File: config.mk
export PLATFORM = sky130hd
export DESIGN_NAME = multi_cycle_controller
export DESIGN_NICKNAME = d
export VERILOG_FILES = /design/src/rtl/mc_ctrl_pkg.sv /design/src/rtl/mc_instret_counter.sv /design/src/rtl/multi_cycle_controller.sv
export SDC_FILE = /design/constraint.sdc
export NUM_CORES = 1
export LEC_CHECK = 0
export CORE_AREA = 2 2 73 68
export DETAILED_ROUTE_END_ITERATION = 10
export DIE_AREA = 0 0 75 70
export GPL_TIMING_DRIVEN = 1
export HOLD_SLACK_MARGIN = 0.02
export MAX_ROUTING_LAYER = met4
export PLACE_DENSITY = 0.78
export SYNTH_ARGS = -nofsm -noshare
export SYNTH_HDL_FRONTEND = slang
export SYNTH_SLANG_ARGS = --single-unit
File: constraint.sdc
create_clock -name clk -period 4.3 [get_ports clk]
set_input_delay 1.29 -clock clk [delete_from_list [all_inputs] [get_ports clk]]
set_output_delay 1.29 -clock clk [all_outputs]
set_load 0.01 [all_outputs]
File: src/rtl/mc_ctrl_pkg.sv
// Shared encodings for the multi-cycle RV32I-subset controller: states, opcodes,
// ALUOp codes and ALU operand selects.
package mc_ctrl_pkg;

  typedef enum logic [3:0] {
    S_FETCH     = 4'd0,
    S_DECODE    = 4'd1,
    S_MEM_ADDR  = 4'd2,
    S_MEM_READ  = 4'd3,
    S_MEM_WB    = 4'd4,
    S_MEM_WRITE = 4'd5,
    S_EXEC_R    = 4'd6,
    S_EXEC_I    = 4'd7,
    S_ALU_WB    = 4'd8,
    S_BRANCH    = 4'd9
  } state_t;

  localparam logic [6:0] OP_LOAD   = 7'b0000011;
  localparam logic [6:0] OP_STORE  = 7'b0100011;
  localparam logic [6:0] OP_RTYPE  = 7'b0110011;
  localparam logic [6:0] OP_ITYPE  = 7'b0010011;
  localparam logic [6:0] OP_BRANCH = 7'b1100011;

  localparam logic [2:0] F3_BEQ = 3'b000;
  localparam logic [2:0] F3_BNE = 3'b001;

  localparam logic [1:0] ALUOP_ADD   = 2'b00;
  localparam logic [1:0] ALUOP_SUB   = 2'b01;
  localparam logic [1:0] ALUOP_RTYPE = 2'b10;
  localparam logic [1:0] ALUOP_ITYPE = 2'b11;

  localparam logic [1:0] SRCA_PC    = 2'd0;
  localparam logic [1:0] SRCA_OLDPC = 2'd1;
  localparam logic [1:0] SRCA_REG   = 2'd2;

  localparam logic [1:0] SRCB_REG  = 2'd0;
  localparam logic [1:0] SRCB_FOUR = 2'd1;
  localparam logic [1:0] SRCB_IMM  = 2'd2;

endpackage

File: src/rtl/mc_instret_counter.sv
// Retired-instruction counter: increments by one on each cycle inc is high,
// wraps modulo 2^CNT_W, no backpressure.
module mc_instret_counter #(
  parameter int CNT_W = 32
) (
  input  logic             clk,
  input  logic             rst,
  input  logic             inc,
  output logic [CNT_W-1:0] count
);

  always_ff @(posedge clk or posedge rst) begin
    if (rst)
      count <= '0;
    else if (inc)
      count <= count + CNT_W'(1);
  end

endmodule

File: src/rtl/multi_cycle_controller.sv
// Multi-cycle control FSM: R/I 4 cycles, branch 3, load 5, store 4 with memory ready;
// each mem_ready-low cycle in FETCH/MEM_READ/MEM_WRITE stretches the instruction by one.
module multi_cycle_controller
  import mc_ctrl_pkg::*;
#(
  parameter int CNT_W = 32
) (
  input  logic             clk,
  input  logic             reset,
  input  logic             run,
  input  logic [6:0]       opcode,
  input  logic [2:0]       funct3,
  input  logic             zero_flag,
  input  logic             mem_ready,
  output logic             pc_write,
  output logic             pc_src,
  output logic             iord,
  output logic             ir_write,
  output logic             mem_read,
  output logic             mem_write,
  output logic             reg_write,
  output logic             mem_to_reg,
  output logic [1:0]       alu_src_a,
  output logic [1:0]       alu_src_b,
  output logic [1:0]       ALUOp,
  output logic             illegal_inst,
  output logic [CNT_W-1:0] instret,
  output logic [3:0]       state_dbg
);

  state_t state, state_nxt;
  logic   retire;

  always_ff @(posedge clk or posedge reset) begin
    if (reset)
      state <= S_FETCH;
    else
      state <= state_nxt;
  end

  always_comb begin
    pc_write     = 1'b0;
    pc_src       = 1'b0;
    iord         = 1'b0;
    ir_write     = 1'b0;
    mem_read     = 1'b0;
    mem_write    = 1'b0;
    reg_write    = 1'b0;
    mem_to_reg   = 1'b0;
    alu_src_a    = SRCA_PC;
    alu_src_b    = SRCB_REG;
    ALUOp        = ALUOP_ADD;
    illegal_inst = 1'b0;
    retire       = 1'b0;
    state_nxt    = S_FETCH;

    case (state)
      S_FETCH: begin
        mem_read  = run;
        alu_src_b = SRCB_FOUR;
        if (run && mem_ready) begin
          ir_write  = 1'b1;
          pc_write  = 1'b1;
          state_nxt = S_DECODE;
        end else begin
          state_nxt = S_FETCH;
        end
      end
      S_DECODE: begin
        // Branch target is precomputed here from the old PC into ALUOut.
        alu_src_a = SRCA_OLDPC;
        alu_src_b = SRCB_IMM;
        case (opcode)
          OP_LOAD, OP_STORE: state_nxt = S_MEM_ADDR;
          OP_RTYPE:          state_nxt = S_EXEC_R;
          OP_ITYPE:          state_nxt = S_EXEC_I;
          OP_BRANCH: begin
            if (funct3 == F3_BEQ || funct3 == F3_BNE)
              state_nxt = S_BRANCH;
            else
              illegal_inst = 1'b1;
          end
          default: illegal_inst = 1'b1;
        endcase
      end
      S_MEM_ADDR: begin
        alu_src_a = SRCA_REG;
        alu_src_b = SRCB_IMM;
        state_nxt = (opcode == OP_STORE) ? S_MEM_WRITE : S_MEM_READ;
      end
      S_MEM_READ: begin
        iord      = 1'b1;
        mem_read  = 1'b1;
        state_nxt = mem_ready ? S_MEM_WB : S_MEM_READ;
      end
      S_MEM_WB: begin
        reg_write  = 1'b1;
        mem_to_reg = 1'b1;
        retire     = 1'b1;
      end
      S_MEM_WRITE: begin
        iord      = 1'b1;
        mem_write = 1'b1;
        retire    = mem_ready;
        state_nxt = mem_ready ? S_FETCH : S_MEM_WRITE;
      end
      S_EXEC_R: begin
        alu_src_a = SRCA_REG;
        alu_src_b = SRCB_REG;
        ALUOp     = ALUOP_RTYPE;
        state_nxt = S_ALU_WB;
      end
      S_EXEC_I: begin
        alu_src_a = SRCA_REG;
        alu_src_b = SRCB_IMM;
        ALUOp     = ALUOP_ITYPE;
        state_nxt = S_ALU_WB;
      end
      S_ALU_WB: begin
        reg_write = 1'b1;
        retire    = 1'b1;
      end
      S_BRANCH: begin
        alu_src_a = SRCA_REG;
        alu_src_b = SRCB_REG;
        ALUOp     = ALUOP_SUB;
        pc_src    = 1'b1;
        pc_write  = (funct3 == F3_BNE) ? ~zero_flag : zero_flag;
        retire    = 1'b1;
      end
      default: state_nxt = S_FETCH;
    endcase

    // Controls are masked combinationally so an in-flight access dies with reset.
    if (reset) begin
      pc_write     = 1'b0;
      pc_src       = 1'b0;
      iord         = 1'b0;
      ir_write     = 1'b0;
      mem_read     = 1'b0;
      mem_write    = 1'b0;
      reg_write    = 1'b0;
      mem_to_reg   = 1'b0;
      alu_src_a    = SRCA_PC;
      alu_src_b    = SRCB_REG;
      ALUOp        = ALUOP_ADD;
      illegal_inst = 1'b0;
      retire       = 1'b0;
    end
  end

  assign state_dbg = state;

  mc_instret_counter #(
    .CNT_W(CNT_W)
  ) u_instret (
    .clk  (clk),
    .rst  (reset),
    .inc  (retire),
    .count(instret)
  );

endmodule

==> reports/results.txt <==
status = complete, no violations
flop and latch count out of synthesis = 36
Num CTS Buffers = 5
syn nets = 227
Max Root-Sink Buffers = 2
residual DRC count = 0
Fin. Hold Viols = 0
crit path time final = 4289 ps
Setup crit end kind = primary output
required time worst endpoint = 3010 ps
GRT Resource Usage Total = 19.39%
PwrDens = 321.8 mW/mm^2
I/O pins = 66
Post-Route Utilization = 61.90%
startpoint types = input port
Final Max Tran Viols = 0
yosys warns = 0
Synth Cell Area = 0.001992 mm^2
final hold slack = 468.4 ps
most frequent cells in the layout = 63 x clkdlybuf4s50_1, 36 x dfrtp_1, 22 x nor2_1, 17 x xor2_1, 17 x nand2_1
Die Ht = 70 um
Antenna Violating Nets Remaining = 0
CTS H-tree depth = 2
placed cell areas = 0.002723 mm^2
R2R Setup Slk = 2290 ps
complex-gate fraction of the synthesized area = 5.716%
Detailed Routing Iterations Pass 1 = 4
GP Congestion = 0.8409
CP max FO = 8
Synth Area in XOR/XNOR = 14.51%
diodes inserted = 0
CTS tree = built
hold crit path type = flip-flop to flip-flop
post-synthesis sequential area ratio = 45.23%
clk sinks = 36
largest net degree at the start of global routing = 37
vias after detailed routing = 1751
layout cells sized above 1 = 7.117%
cell count after synthesis = 211
clk slew on worst S/H paths = 60 ps
most common cell after layout, fill and taps aside = clkdlybuf4s50_1
die width = 75 um
antenna violations before repair = 0
Port-buffer cells = 65
# setup viols final = 0
worst setup path category = input port to primary output
Total Wirelength = 4428 um
DIE AREA = 0.005250 mm^2
setup ws final = 10.97 ps
DP Wirelength = 3315 um
initial core utilization = 43.36%
Post-Synth Adder-Cell Area = 0.6281%
Area Overhead vs Synth = 42.78%
drt via density = 5.061
first-pass GRT wire length = 7693 um
leak pwr = 1.296 nW
row count = 24
Final nets = 296
mux share of post-synthesis cell area = 1.068%
Core Box Area = 0.004594 mm^2
setup TNS = 0 ps
Max Cap Violations = 0
maximum vdd drop = 0.3512 mV
Peak Freq = 233.2 MHz
final instance area = 0.002844 mm^2
final worst-path cycle share = 99.74%
wire per inst = 12.80 um
worst-margin pin slew = 636.0 ps
Initial DRC Count = 50
grt total ovfl = 0
Layout Skew = 10.66 ps
Rel. slew slack = 57.60%
largest family of logic cells by synthesized area = simple AND/OR/NAND/NOR gates
Post-Syn Area per Cell = 9.440 um^2
clk_lat worst skew = 290 ps
data arrival time of the critical path = 3000 ps
Root Driver = clkbuf_8
vias in the first global route = 1639
count of different cell masters after synthesis = 39
Place WS = -50.29 ps
post-synthesis simple-gate area fraction = 30.53%
==> metrics by stage <==
stage	total power, W	instances
after CTS	0.0009220	345
after global routing	0.0009627	346
after floorplan	0.0005188	211
after detailed placement	0.0006295	337
final	0.0009151	346
after global placement	0.0006273	337
==> cells by family after synthesis <==
logic type / count (synthesis)
adder cells (fa/ha/maj): 1
multiplexers: 2
AO/OA/AOI/OAI: 19
XOR/XNOR: 33
AND/OR/NAND/NOR: 108
buffers and inverters: 12
flip-flops: 36
==> synth_stat cells <==
library cell  instances  area, um^2
o21ai_0               2       10.01
nor3_2                1       10.01
nand2_1              17       63.81
nand3_1              14       70.07
nor4_4                1       21.27
nor3_1                8       40.04
nand4_4               1       21.27
nand4_2               1       12.51
or2_2                 1       6.260
o22ai_1               1       6.260
nand3b_1              1       7.510
dfrtp_1              36       900.9
or3_1                 2       12.51
and2_0                1       6.260
a2111oi_0             1       8.760
and2_1                1       6.260
nor4_1                1       6.260
inv_1                 4       15.01
a211oi_1              1       7.510
a21o_1                1       7.510
nor2b_1               3       18.77
ha_1                  1       12.51
buf_2                 1       5.000
mux2i_1               1       10.01
nand4_1               4       25.02
xor2_1               17       148.9
o21ai_2               1       8.760
mux2_2                1       11.26
o41ai_1               1       8.760
a21oi_1              10       50.05
nor2_1               22       82.58
and4_1                3       26.28
clkbuf_1              7       26.28
nor4b_1               1       8.760
nand2b_1             10       62.56
and3_1               10       62.56
xnor2_1              16       140.1
nor3b_1               5       37.54
a31oi_1               1       6.260
==> state kept, by name, summed over array words and instances (netlist names) <==
signal	flops
state_dbg	4
u_instret.count	32
==> power breakdown <==
group | leakage, nW | switching, W | internal [W]
logic | 0.754 | 0.0000948 | 0.000125
registers | 0.488 | 0.0000533 | 0.000355
clock network | 0.0552 | 0.000115 | 0.000172
==> critical path, cell delays in order <==
cell             delay [ps]
clkdlybuf4s50_1         410
buf_4                   170
nor4b_1                 490
clkdlybuf4s50_1         640
==> metal layers <==
metal,part of all wire (%),global-route usage (%),up-vias,wire length [um]
li1,-,-,864,-
met5,0,-,-,0
met3,4.4,5.772,8,197
met1,47,26.40,837,2065
met4,1.6,5.159,0,70
met2,47,28.27,42,2096
==> final timing paths <==
kind / depth (start not counted) / startpoint / end
max: 4 / reset / pc_src
min: 1 / u_instret.count[31] / u_instret.count[31]
max reg2reg: 4 / state_dbg[2] / u_instret.count[1]
min reg2reg: 1 / u_instret.count[31] / u_instret.count[31]
max in group asynchronous: 4 / reset / u_instret.count[29]
min in group asynchronous: 4 / reset / u_instret.count[14]
==> what timing repair did <==
item,CTS,global route
hold buffers,0,0
hold endpoints to repair,0,0
pin swaps,0,1
cloned,0,0
gates resized for setup,2,1
buffers inserted,0,1
setup endpoints to repair,1,1
==> area by class of cell <==
class	instances	area (um^2)
clock buffer	6	72.57
clock inverter	2	35.03
fill	396	1750
inverter	4	15.01
multi-input combinational	163	1050
sequential	36	900.9
tap	65	81.33
timing repair buffer	70	689.4
Note: power is estimated with default switching activity, not from simulation.
